**config.mk**
```make
export PLATFORM = sky130hd
export DESIGN_NAME = adc_bcd_conv
export DESIGN_NICKNAME = d
export VERILOG_FILES = /design/src/rtl/adc_bcd_conv.sv
export SDC_FILE = /design/constraint.sdc
export NUM_CORES = 1
export LEC_CHECK = 0
export ABC_AREA = 1
export BUFFER_PORTS_ARGS = -buffer_cell sky130_fd_sc_hd__buf_2
export CAP_MARGIN = 5
export CORE_AREA = 2 2 120 122
export DETAILED_ROUTE_END_ITERATION = 8
export DIE_AREA = 0 0 122 124
export SYNTH_ARGS = -nofsm -noshare
export SYNTH_HDL_FRONTEND = slang
export SYNTH_SLANG_ARGS = --single-unit
export TNS_END_PERCENT = 50
```
**constraint.sdc**
```tcl
create_clock -name clk -period 2.3 [get_ports clk]
set_input_delay 0.46 -clock clk [delete_from_list [all_inputs] [get_ports clk]]
set_output_delay 0.46 -clock clk [all_outputs]
set_load 0.005 [all_outputs]
```
**src/rtl/adc_bcd_conv.sv**
```systemverilog
// ============================================================================
// Module   : adc_bcd_conv
// Purpose  : Averages 2^AVG_LOG2 ADC samples, then converts the average to
//            four BCD digits with a sequential double-dabble.
// Revision : 1.0 - initial release
// ============================================================================
`default_nettype none

module adc_bcd_conv #(
    parameter int DATA_W   = 12,
    parameter int AVG_LOG2 = 2
) (
    input  logic              clk,
    input  logic              rst_n,
    input  logic [DATA_W-1:0] data_in,
    input  logic              data_valid,
    output logic [3:0]        ones,
    output logic [3:0]        tens,
    output logic [3:0]        hundreds,
    output logic [3:0]        thousands,
    output logic              bcd_valid,
    output logic              busy,
    output logic              overrun
);

    localparam int ACC_W = DATA_W + AVG_LOG2;
    localparam int CNT_W = (AVG_LOG2 > 0) ? AVG_LOG2 : 1;
    localparam int SR_W  = 16 + DATA_W;
    localparam int IT_W  = 4;
    localparam logic [IT_W-1:0] C_LAST_IT = IT_W'(DATA_W - 1);

    typedef enum logic [1:0] {
        ST_ACCUM = 2'd0,
        ST_CONV  = 2'd1,
        ST_DONE  = 2'd2
    } state_t;

    state_t r_state;
    state_t w_next;

    logic [ACC_W-1:0]  r_acc;
    logic [CNT_W-1:0]  r_cnt;
    logic [IT_W-1:0]   r_iter;
    logic [SR_W-1:0]   r_sr;
    logic [3:0]        r_ones;
    logic [3:0]        r_tens;
    logic [3:0]        r_hundreds;
    logic [3:0]        r_thousands;
    logic              r_bcd_valid;
    logic              r_busy;
    logic              r_overrun;

    logic              w_accept;
    logic              w_last_sample;
    logic              w_last_iter;
    logic [ACC_W-1:0]  w_sum;
    logic [DATA_W-1:0] w_avg;
    logic [SR_W-1:0]   w_adj;

    assign w_accept    = data_valid && !r_busy;
    assign w_sum       = r_acc + ACC_W'(data_in);
    assign w_avg       = DATA_W'(w_sum >> AVG_LOG2);
    assign w_last_iter = (r_iter == C_LAST_IT);

    generate
        if (AVG_LOG2 == 0) begin : g_no_avg
            assign w_last_sample = 1'b1;
        end else begin : g_avg
            assign w_last_sample = (r_cnt == {CNT_W{1'b1}});
        end
    endgenerate

    // Double-dabble correction: BCD nibbles sit above the binary field.
    generate
        for (genvar i = 0; i < 4; i++) begin : g_adj
            logic [3:0] w_nib;
            assign w_nib = r_sr[DATA_W + 4*i +: 4];
            assign w_adj[DATA_W + 4*i +: 4] = (w_nib >= 4'd5) ? (w_nib + 4'd3) : w_nib;
        end
    endgenerate
    assign w_adj[DATA_W-1:0] = r_sr[DATA_W-1:0];

    always_ff @(posedge clk or negedge rst_n) begin
        if (!rst_n) begin
            r_state <= ST_ACCUM;
        end else begin
            r_state <= w_next;
        end
    end

    always_comb begin
        w_next = r_state;
        case (r_state)
            ST_ACCUM: if (w_accept && w_last_sample) w_next = ST_CONV;
            ST_CONV:  if (w_last_iter)               w_next = ST_DONE;
            ST_DONE:                                 w_next = ST_ACCUM;
            default:                                 w_next = ST_ACCUM;
        endcase
    end

    always_ff @(posedge clk or negedge rst_n) begin
        if (!rst_n) begin
            r_acc       <= '0;
            r_cnt       <= '0;
            r_iter      <= '0;
            r_sr        <= '0;
            r_ones      <= '0;
            r_tens      <= '0;
            r_hundreds  <= '0;
            r_thousands <= '0;
            r_bcd_valid <= 1'b0;
            r_busy      <= 1'b0;
            r_overrun   <= 1'b0;
        end else begin
            r_bcd_valid <= 1'b0;
            if (data_valid && r_busy) begin
                r_overrun <= 1'b1;
            end
            case (r_state)
                ST_ACCUM: begin
                    if (w_accept) begin
                        if (w_last_sample) begin
                            r_sr   <= {16'd0, w_avg};
                            r_acc  <= '0;
                            r_cnt  <= '0;
                            r_iter <= '0;
                            r_busy <= 1'b1;
                        end else begin
                            r_acc <= w_sum;
                            r_cnt <= r_cnt + CNT_W'(1);
                        end
                    end
                end
                ST_CONV: begin
                    r_sr   <= w_adj << 1;
                    r_iter <= r_iter + IT_W'(1);
                end
                ST_DONE: begin
                    r_ones      <= r_sr[DATA_W      +: 4];
                    r_tens      <= r_sr[DATA_W + 4  +: 4];
                    r_hundreds  <= r_sr[DATA_W + 8  +: 4];
                    r_thousands <= r_sr[DATA_W + 12 +: 4];
                    r_bcd_valid <= 1'b1;
                    r_busy      <= 1'b0;
                end
                default: ;
            endcase
        end
    end

    assign ones      = r_ones;
    assign tens      = r_tens;
    assign hundreds  = r_hundreds;
    assign thousands = r_thousands;
    assign bcd_valid = r_bcd_valid;
    assign busy      = r_busy;
    assign overrun   = r_overrun;

endmodule

`default_nettype wire

```
# Word-level counts from Yosys, hierarchy flattened
# Index checks and enable logic that the tools add are counted.
[classes]
n_addsub = 7
multipliers = 0
n_div = 0
magnitude_cmp = 4
eq_ne = 8
n_shift = 0
mux = 19
bitwise = 0
n_reduce_logical = 11
[op_table]
columns = ["cell", "n"]
rows = [
  ["$mux W28", 2],
  ["$pmux W28 S2", 1],
  ["$mux W4", 5],
  ["$ge A4 B3 Y1 const B", 4],
  ["$add A14 B12 Y14", 1],
  ["$mux W14", 1],
  ["$add A4 B2 Y4 const B", 3],
  ["$ne A2 B2 Y1 const B", 4],
  ["$pmux W4 S2", 1],
  ["$mux W2", 3],
  ["$reduce_and A3 Y1", 2],
  ["$add A4 B1 Y4 const B", 1],
  ["$eq A2 B2 Y1 const B", 2],
  ["$eq A4 B4 Y1 const B", 1],
  ["$pmux W2 S2", 1],
  ["$reduce_and A2 Y1", 2],
  ["$reduce_bool A2 Y1", 2],
  ["$add A3 B2 Y3 const B", 1],
  ["$logic_and A1 B1 Y1", 3],
  ["$mux W1", 3],
  ["$mux W3", 1],
  ["$add A2 B1 Y2 const B", 1],
  ["$eq A2 B1 Y1 const B", 1],
  ["$logic_not A2 Y1", 1],
  ["other kinds (2)", 2],
]
[word_totals]
ff_bits = 69
latchBits = 0
mem_bits_rw = 0
romBits = 0
inputBits = 15
out_inout_bits = 19
memories = 0

# Logic depth before layout (Yosys ltp)
# Gate-level depths: netlist of run 1.
[depth]
ltp_word = 5
mapped_depth = 10
depth_no_buf = 10

# Least setup slack after synthesis of run 1
# OpenSTA, ideal clock, no wires.
[synth_timing]
path_kind = "input-to-reg"
startpoint = "input port data_in[0]"
endpoint = "register r_sr[6]"
arrival_time_ps = 1676
required_ps = 2170
path_slack_ps = 494
cell_stages = 8
path_cell_list = "ha_1 -> fa_1 -> nand3_1 -> nand3_1 -> nand2_1 -> nand2_1 -> xnor2_1 -> o21ai_0"
[synth_between]
elab_chain_cells = 4
[synth_rtl]
columns = ["item", "line", "rtl"]
rows = [
  ["start: declaration", "15", "input logic [DATA_W-1:0] data_in,"],
  ["$add A14 B12 Y14", "61", "assign w_sum = r_acc + ACC_W'(data_in);"],
  ["$mux W28", "122", "if (w_last_sample) begin"],
  ["$mux W28", "121", "if (w_accept) begin"],
  ["$pmux W28 S2", "119", "case (r_state)"],
  ["end signal: assignment", "123", "r_sr <= {16'd0, w_avg};"],
  ["end signal: assignment", "135", "r_sr <= w_adj << 1;"],
  ["end: declaration", "44", "logic [SR_W-1:0] r_sr;"],
]
# No other way between the ends. The select of a mux whose other input is x is not followed.
# A chain may end at the register's enable or synchronous reset.

# Worst setup path after layout of run 1
[layout_timing]
startpoint = "register r_acc[0]"
endpoint = "register r_sr[6]"
[layout_between]
elab_chain_cells = 4
[layout_rtl]
columns = ["item", "line", "rtl"]
rows = [
  ["start: declaration", "41", "logic [ACC_W-1:0] r_acc;"],
  ["start signal: assignment", "129", "r_acc <= w_sum;"],
  ["$add A14 B12 Y14", "61", ""],
  ["$mux W28", "122", ""],
  ["$mux W28", "121", ""],
  ["$pmux W28 S2", "119", ""],
]
# No other way between the ends. The select of a mux whose other input is x is not followed.

==> run summary, run 1 <==
Placed Area: 0.004141 mm2
# setup viols final: 0
CTS clk-pin slew, worst paths: 0.05 ns
Register bit total from synthesis: 69
Cell variety after synth: 34
R2r endpoint: r_sr[6]
Syn Std Cell Area: 0.003776 mm2
# H-tree levels: 3
Clock power share: 25.3%
CTS tree: built
Cells after synthesis: 452
Routed len/inst: 11.81 um
DR vias: 3,094
Final nets: 530
Top cells by instance count after synthesis: nand2_1, dfrtp_1, inv_1, o21ai_0, nand3_1
Crit Path Class: flop to flop
Crit path required time: 2.50 ns
Prevailing post-synth register cell: dfrtp_1
Drc violations: 0
Period minus WS final: 1.853 ns
Fill count: 1,438
Power per cell area: 1388 mW/mm2
Vias per cell: 4.570
CTS buffer count: 9
Port bufs: 33
Sequential area share after synthesis: 45.73%
Grt ovf: 0
Maximum operating frequency: 539.6 MHz
Slew @ Worst Pin: 0.6481 ns
Max-cap violations: 0
Final hold vios: 0
Skew final: 0.006522 ns
Post-route cell area: 0.004483 mm2
DR iter-0 viols: 211
Post-CTS setup repair buffer count: 0
GRT Total Usage: 11.93%
Root Buffer Master: clkbuf_16
Share of flip-flops with an asynchronous set or reset: 100.0%
Clk_lat worst skew: 0.33 ns
Die area: 0.01513 mm2
Post-CTS resize count: 0
Synth warnings: 0
Combinational fraction of design power: 41.8%
Slew HR: 56.80%
TNS Setup: 0 ns
Area growth syn-to-layout: 18.72%
DP Wirelength: 5945 um
Final core occ: 32.68%
Pint: 3.788 mW
Rows: 43
CTS Sinks: 69
Switching part of the total: 39.11%
Count leader, synth: nand2_1
Startpoint types: flop
Final cycle utilization of the critical path: 80.58%
Worst-path fanout max: 4
Die Height: 124 um
Vias in the first global route: 3,061
Status: complete, no violations
Worst R2R Setup Slack: 0.45 ns
Sw Pwr: 2.433 mW
Share of cells above drive strength 1: 14.49%
EDFF count, synth: 0
Clock Path Buffers: 2
Die W: 122 um
Worst hold slack: 0.1572 ns
DRT antenna net count: 0
RSZ-0062 raised after global routing: no
Core area: 0.01372 mm2
Initial Util: 27.52%
Syn Area/Cell: 8.354 um2
Synth top area share: 45.73%
Worst setup EP type: flop
First-pass GRT wire length: 14,270 um
Initial antenna violation count: 0
Hold crit path type: primary input to asynchronous set/reset pin
Cts hold-fix bufs: 0
DRT Wirelength: 7995 um
ANT cells: 0
Drt pass-1 iters: 5
Reg power frac: 32.9%
I/O pins: 34
Worst Reg-to-Reg Cells: 8
Largest net degree at the start of global routing: 33
Maximum vdd drop: 542.3 uV
WP data arrival: 2.06 ns
Synthesized net count: 490
Synth area leaders: dfrtp_1, nand2_1, ha_1
R2R Path Start: r_acc[0]
RD Place Congestion: 0.8503
Dominant cell type by area after synthesis: dfrtp_1
Max Slew Vio Count: 0
Leakage: 2.282 nW
-- placed cells by master (no fill, tap or decap), types with 3 or more instances in the layout --
cell type,Yosys,routed
buf_2,3,33
a22o_1,3,3
xnor2_1,5,5
a22oi_1,10,10
o21ai_2,6,6
buf_4,1,3
nand4_1,3,3
o21ai_1,3,3
ha_1,22,22
nand3_1,26,26
inv_1,54,54
xor2_1,3,3
nor2_1,23,23
nand2_1,127,127
bufinv_16,0,3
o22ai_1,5,5
dfrtp_1,69,69
o21ai_0,47,47
inv_2,3,3
clkbuf_16,0,9
a21oi_1,17,17
-- per-layer routing --
metal,vias to the layer above,GRT usage [%],share of wire [%]
met5,-,0,0
met4,0,3.736,1.2
met3,10,3.342,4.5
met2,67,18.96,45
met1,1455,15.77,49
li1,1562,-,-
-- worst max path at each step --
stage | start | to | slack, ns
floorplan | data_in[0] | r_sr[6] | 0.49
global placement | data_in[0] | r_sr[6] | 0.27
detailed placement | data_in[0] | r_sr[6] | 0.26
CTS | r_acc[0] | r_sr[6] | 0.43
global route | r_acc[0] | r_sr[6] | 0.32
finish | r_acc[0] | r_sr[6] | 0.45
-- sequential cells by signal (all words and copies together), names as in the netlist --
signal	cells
thousands	4
hundreds	4
r_iter	4
busy	1
r_state	2
tens	4
r_cnt	2
r_sr	28
overrun	1
r_acc	14
ones	4
bcd_valid	1
-- through the flow --
| step | total power [mW] | worst slack (ns) | std cells |
|---|---|---|---|
| detailed placement | 4.665 | 0.2603 | 661 |
| CTS | 6.282 | 0.4344 | 677 |
| floorplan | 4.043 | 0.4939 | 452 |
| finish | 6.221 | 0.4468 | 677 |
| global placement | 4.578 | 0.2724 | 661 |
| global route | 6.825 | 0.3249 | 677 |
-- critical path, cell delays in order (launching register included) --
cell	delay (ns)
dfrtp_1	0.38
ha_1	0.22
fa_1	0.45
nand3_1	0.12
nand3_1	0.15
nand2_1	0.09
nand2_1	0.06
xnor2_1	0.17
o21ai_0	0.09
-- cell families (layout without fill, tap and decap cells) --
kind of cell,count (synthesis),in the layout,share of synthesized area [%]
AOI/OAI and AO/OA,95,95,14.88
adders and majority gates,23,23,7.820
muxes,1,1,0.2982
xor gates and xnor gates,8,8,1.856
buffers and inverters,67,112,7.786
DFF,69,69,45.73
and+or+nand+nor,189,189,21.64
-- layout make-up --
type | count | area, um2 | area share, %
well taps | 180 | 225.2 | 5.024
repair buffers | 37 | 207.7 | 4.633
clock buffers | 12 | 246.5 | 5.498
multi-input cells | 316 | 1755 | 39.16
clock inverters | 4 | 95.09 | 2.121
inverters | 59 | 226.5 | 5.052
flip-flops and latches | 69 | 1727 | 38.52
-- power by group through the flow --
stage / logic (mW) / clock network, mW / registers, mW
global route: 3.03 / 1.68 / 2.12
global placement: 2.53 / 0 / 2.04
floorplan: 2.04 / 0 / 2.00
finish: 2.60 / 1.57 / 2.05
detailed placement: 2.61 / 0 / 2.06
CTS: 2.62 / 1.61 / 2.04
Note: power is estimated with default switching activity, not from simulation.
==> run 2: changes to the inputs <==
Clock period 2.3 ns to 1.65 ns, I/O delays scaled along.
==> run 2 against run 1 <==
Effect of this change:
- the run now ends with hold timing left
- clock power up 17%
- hold slack worse by 0.16 ns
- sequential share of layout area down 2.0 points
- register-to-register slack worse by 0.41 ns
- first-iteration DRC count down 2.4%
- critical path type unchanged
==> run summary, run 2 (synthesized netlist as in run 1, its figures left out) <==
Hold crit path type: primary input to asynchronous set/reset pin (unchanged)
CTS Sinks: 69 (unchanged)
Crit path required time: 1.87 ns (was 2.50 ns)
Largest regs: r_sr (28), r_acc (14) (unchanged)
Worst setup EP type: flop (unchanged)
Drc violations: 0 (unchanged)
Vias per cell: 4.515 (was 4.570)
Grt ovf: 0 (unchanged)
# setup viols final: 0 (unchanged)
Failing checks: hold timing
Drt pass-1 iters: 4 (was 5)
Post-route cell area: 0.004730 mm2 (was 0.004483 mm2)
Rows: 43 (unchanged)
DP Wirelength: 5857 um (was 5945 um)
Fill count: 1,423 (was 1,438)
Clock Path Buffers: 2 (unchanged)
DRT Wirelength: 8364 um (was 7995 um)
Clk_lat worst skew: 0.33 ns (about the same)
GRT Total Usage: 11.87% (was 11.93%)
Worst-path fanout max: 2 (was 4)
DRT antenna net count: 0 (unchanged)
Sequential cell area: 0.001727 mm2 (unchanged)
Share of cells above drive strength 1: 22.44% (was 14.49%)
Worst setup path endpoint: r_acc[10] (was r_sr[6])
Crit Path Class: flop to flop (unchanged)
Slew HR: 74.41% (was 56.80%)
Routed len/inst: 12.16 um (was 11.81 um)
Area growth syn-to-layout: 25.25% (was 18.72%)
DR vias: 3,106 (was 3,094)
RD Place Congestion: 0.8746 (was 0.8503)
RSZ-0062 raised after global routing: yes (was no)
Period minus WS final: 1.609 ns (was 1.853 ns)
WP data arrival: 1.83 ns (was 2.06 ns)
Status: complete, but fails checks (was complete, no violations)
Max Slew Vio Count: 0 (unchanged)
Power per cell area: 1883 mW/mm2 (was 1388 mW/mm2)
Core area: 0.01372 mm2 (unchanged)
DR iter-0 viols: 206 (was 211)
Crit path launch: r_acc[0] (unchanged)
Top reg by flops: r_sr (unchanged)
Leakage: 2.324 nW (was 2.282 nW)
Largest net degree at the start of global routing: 70 (was 33)
Die W: 122 um (unchanged)
ANT cells: 0 (unchanged)
Die Height: 124 um (unchanged)
Root Buffer Master: clkbuf_16 (unchanged)
# H-tree levels: 3 (unchanged)
Maximum vdd drop: 653.4 uV (was 542.3 uV)
Placed Area: 0.004227 mm2 (was 0.004141 mm2)
CTS buffer count: 9 (unchanged)
Worst hold slack: -0.0002005 ns (was 0.1572 ns)
Slew @ Worst Pin: 0.3838 ns (was 0.6481 ns)
Final cycle utilization of the critical path: 97.53% (was 80.58%)
Most frequent cells in the layout: nand2_1, dfrtp_1, inv_1 (unchanged)
Number of flip-flops in the largest register: 28 (unchanged)
Port bufs: 33 (unchanged)
CTS clk-pin slew, worst paths: 0.06 ns (was 0.05 ns)
Final hold vios: 1 (was 0)
Die area: 0.01513 mm2 (unchanged)
R2R Path Start: r_acc[0] (unchanged)
Initial Util: 27.52% (unchanged)
Initial antenna violation count: 0 (unchanged)
Commonest non-fill, non-tap cell in the layout: nand2_1 (unchanged)
Vias in the first global route: 3,045 (was 3,061)
Startpoint types: flop (unchanged)
Maximum operating frequency: 621.4 MHz (was 539.6 MHz)
Skew final: 0.005092 ns (was 0.006522 ns)
First-pass GRT wire length: 14,210 um (was 14,270 um)
R2r endpoint: r_acc[10] (was r_sr[6])
CTS tree: built (unchanged)
Max-cap violations: 0 (unchanged)
Worst R2R Setup Slack: 0.04 ns (was 0.45 ns)
TNS Setup: 0 ns (unchanged)
I/O pins: 34 (unchanged)
Cts hold-fix bufs: 0 (unchanged)
Multi-input logic area: 0.001967 mm2 (was 0.001755 mm2)
Final nets: 542 (was 530)
Worst Reg-to-Reg Cells: 7 (was 8)
==> run 2: how the worst min path moves through the flow <==
stage                      from      endpoint  slack [ns]
after detailed placement  rst_n  thousands[2]        0.40
after global placement    rst_n  thousands[2]        0.38
after CTS                 rst_n  thousands[2]        0.04
after global routing      rst_n  thousands[2]        0.06
final                     rst_n  thousands[2]     -0.0002
after floorplan           rst_n     bcd_valid        0.03
==> run 2: critical path, cell delays in order (launching register included) <==
cell and delay [ns]:
dfrtp_1 0.38, ha_2 0.19, fa_2 0.35, buf_4 0.16, nand3_2 0.08, nand4_1 0.15, nand3_1 0.13, nand2_1 0.06
==> run 2: per-layer routing <==
metal	GRT usage [%]	up-vias	wire (um)
met3	3.159	6	326
li1	-	1580	-
met2	19.20	51	3866
met1	15.46	1469	4102
met5	0	-	0
met4	3.879	0	68
==> run 2: what timing repair did <==
action	CTS	global route
endpoints found under the setup margin	14	20
buffers inserted	1	0
gates resized for setup	6	28
pin swaps	2	9
==> run 2: power by group <==
group / internal [mW] / switching (mW) / total (mW)
clock network: 1.13 / 0.703 / 1.83
registers: 2.39 / 0.497 / 2.89
logic: 1.76 / 2.43 / 4.19
==> run 2: final cells by class <==
type / instances / area share [%]
Timing Repair Buffer: 49 / 6.296
Clock buffer: 12 / 5.635
Tap cell: 180 / 4.762
Sequential cell: 69 / 36.51
Multi-Input combinational cell: 316 / 41.59
Clock inverter: 3 / 0.4233
Inverter: 59 / 4.788
==> run 2: stage by stage <==
stage | cells | setup slack (ns) | util, % | total power, mW
after floorplan | 452 | 0.01150 | - | 5.638
after global placement | 672 | -0.1556 | 30.81 | 6.544
after detailed placement | 672 | -0.1565 | 30.81 | 6.680
after CTS | 688 | 0.001815 | 33.24 | 8.664
after global routing | 688 | -0.03181 | 34.47 | 9.734
final | 688 | 0.04075 | 34.47 | 8.908
==> run 3: changes to the inputs <==
Settings changed: SETUP_SLACK_MARGIN set to 0.3.
==> run 3 against run 2 <==
Effect of this change:
- largest cell class unchanged
- hold slack better by 0.027 ns
- the flow finishes with violations (setup timing)
- highest routed layer unchanged
- critical path depth is 1 higher
- sequential cell count stayed put
- critical endpoint is now r_sr[4]
- clock-buffer cell count is 2 lower
- non-clock buffer count is 11 higher
- die area stayed put
- clock skew is 0.00077 ns lower
- combinational power is 28% higher
- cell count is 1.7% higher
- via count is 4.5% higher
- power is 17% higher
- clock power is 13% higher
==> run summary, run 3 (synthesized netlist as in run 1, its figures left out) <==
Vias per cell: 4.639 (was 4.515)
Max Slew Vio Count: 0 (unchanged)
Startpoint types: flop (unchanged)
Area growth syn-to-layout: 38.73% (was 25.25%)
Hold crit path type: primary input to asynchronous set/reset pin (unchanged)
Worst-path fanout max: 4 (was 2)
Initial antenna violation count: 0 (unchanged)
Worst setup EP type: flop (unchanged)
Slew @ Worst Pin: 0.3761 ns (was 0.3838 ns)
Final nets: 553 (was 542)
Fill count: 1,364 (was 1,423)
Commonest non-fill, non-tap cell in the layout: nand2_1 (unchanged)
RSZ-0062 raised after global routing: yes (unchanged)
DP Wirelength: 5760 um (was 5857 um)
DRT antenna net count: 0 (unchanged)
DRT Wirelength: 9201 um (was 8364 um)
Die area: 0.01513 mm2 (unchanged)
CTS clk-pin slew, worst paths: 0.06 ns (about the same)
Max-cap violations: 0 (unchanged)
Largest net degree at the start of global routing: 70 (unchanged)
Slew HR: 74.93% (was 74.41%)
# setup viols final: 1 (was 0)
Root Buffer Master: clkbuf_16 (unchanged)
Final hold vios: 0 (was 1)
Failing checks: setup timing (was hold timing)
First-pass GRT wire length: 14,590 um (was 14,210 um)
Most frequent cells in the layout: nand2_1, dfrtp_1, inv_1 (unchanged)
Routed len/inst: 13.14 um (was 12.16 um)
Number of flip-flops in the largest register: 28 (unchanged)
Grt ovf: 0 (unchanged)
Clock Path Buffers: 2 (unchanged)
Initial Util: 27.52% (unchanged)
CTS Sinks: 69 (unchanged)
GRT Total Usage: 12.07% (was 11.87%)
Drt pass-1 iters: 5 (was 4)
TNS Setup: -0.01097 ns (was 0 ns)
Skew final: 0.004327 ns (was 0.005092 ns)
Worst Reg-to-Reg Cells: 8 (was 7)
R2r endpoint: r_sr[4] (was r_acc[10])
Status: complete, but fails checks (unchanged)
Power per cell area: 1987 mW/mm2 (was 1883 mW/mm2)
Top reg by flops: r_sr (unchanged)
Final cycle utilization of the critical path: 100.7% (was 97.53%)
Die Height: 124 um (unchanged)
RD Place Congestion: 0.8631 (was 0.8746)
Worst R2R Setup Slack: -0.01 ns (was 0.04 ns)
Clk_lat worst skew: 0.33 ns (about the same)
Final WS setup: -0.01097 ns (was 0.04075 ns)
Vias in the first global route: 3,153 (was 3,045)
Crit path required time: 1.86 ns (was 1.87 ns)
Share of cells above drive strength 1: 40.38% (was 22.44%)
Maximum vdd drop: 835.8 uV (was 653.4 uV)
R2R Path Start: r_acc[0] (unchanged)
Maximum operating frequency: 602.1 MHz (was 621.4 MHz)
DR iter-0 viols: 175 (was 206)
Core area: 0.01372 mm2 (unchanged)
Design Power: 10.41 mW (was 8.908 mW)
CTS tree: built (unchanged)
Die W: 122 um (unchanged)
Drc violations: 0 (unchanged)
Port bufs: 33 (unchanged)
Rows: 43 (unchanged)
I/O pins: 34 (unchanged)
ANT cells: 0 (unchanged)
Crit Path Class: flop to flop (unchanged)
Leakage: 2.466 nW (was 2.324 nW)
WP data arrival: 1.88 ns (was 1.83 ns)
CTS buffer count: 9 (unchanged)
Largest regs: r_sr (28), r_acc (14) (unchanged)
# H-tree levels: 3 (unchanged)
Cts hold-fix bufs: 0 (unchanged)
Period minus WS final: 1.661 ns (was 1.609 ns)
DR vias: 3,247 (was 3,106)
## run 3: cell types whose count changed in the layout (fill, tap and decap cells not counted), sizes merged
| cell | delta |
|---|---|
| clkbuf | -2 |
| buf | +11 |
| clkinvlp | -2 |
| bufinv | +2 |
| clkinv | +3 |
## run 3: layout make-up
type,count,area (um2),share of cell area [%]
multi-input cells,316,2323,44.35
inverters,59,234.0,4.466
clock buffers,10,229.0,4.371
well taps,180,225.2,4.299
repair buffers,60,407.9,7.786
flip-flops and latches,69,1732,33.05
clock inverters,6,87.58,1.672
## run 3: what timing repair did
action / in CTS / in global routing
pin swaps: 7 / 34
setup buffers: 7 / 13
resized for setup: 16 / 125
endpoints found under the setup margin: 47 / 52
cloned: 0 / 0
## run 3: routing by layer
layer / global-route usage [%] / wire (um) / part of all wire (%) / up-vias
met5: 0 / 0 / 0 / -
met4: 3.161 / 131 / 1.4 / 0
met3: 3.342 / 375 / 4.1 / 18
met2: 20.46 / 4534 / 49 / 68
met1: 15.18 / 4160 / 45 / 1551
li1: - / - / - / 1610
## run 3: worst max path at each step
| stage | startpoint | end | slack, ns | depth (start not counted) |
|---|---|---|---|---|
| final | r_acc[0] | r_sr[4] | -0.01 | 8 |
| after global routing | r_acc[5] | r_acc[12] | -0.08 | 8 |
| after CTS | r_acc[0] | r_acc[8] | 0.03 | 8 |
| after detailed placement | r_cnt[0] | r_iter[2] | -0.05 | 6 |
| after global placement | data_in[0] | r_sr[6] | -0.03 | 9 |
| after floorplan | r_acc[0] | r_sr[6] | 0.09 | 8 |
## run 3: worst max-delay path, stage by stage, from the launching register on
cell and delay [ns]:
dfrtp_1 0.38, ha_2 0.19, fa_2 0.36, nand3_2 0.11
nand3_4 0.09, nand2_2 0.10, nand3b_1 0.14, nand3_2 0.12
nand3_2 0.06
## run 3: power by group
| group | total, mW | leakage, nW | internal [mW] | switching, mW |
|---|---|---|---|---|
| Combinational | 5.38 | 1.44 | 2.39 | 2.99 |
| Clock | 2.07 | 0.156 | 1.32 | 0.743 |
| Sequential | 2.96 | 0.873 | 2.40 | 0.563 |
| Total | 10.4 | 2.47 | 6.11 | 4.30 |
## run 3: per-stage QoR
stage               setup slack, ns  hold slack (ns)  util, %  instance area (um2)  instances
floorplan                   0.09255          0.03441        -                 3895        452
global placement           -0.03197           0.3885    31.22                 4283        664
detailed placement         -0.04683           0.3917    31.22                 4283        664
CTS                         0.03219          0.04564    34.14                 4684        687
global route               -0.08445          0.06500    38.19                 5239        700
finish                     -0.01097          0.02687    38.19                 5239        700
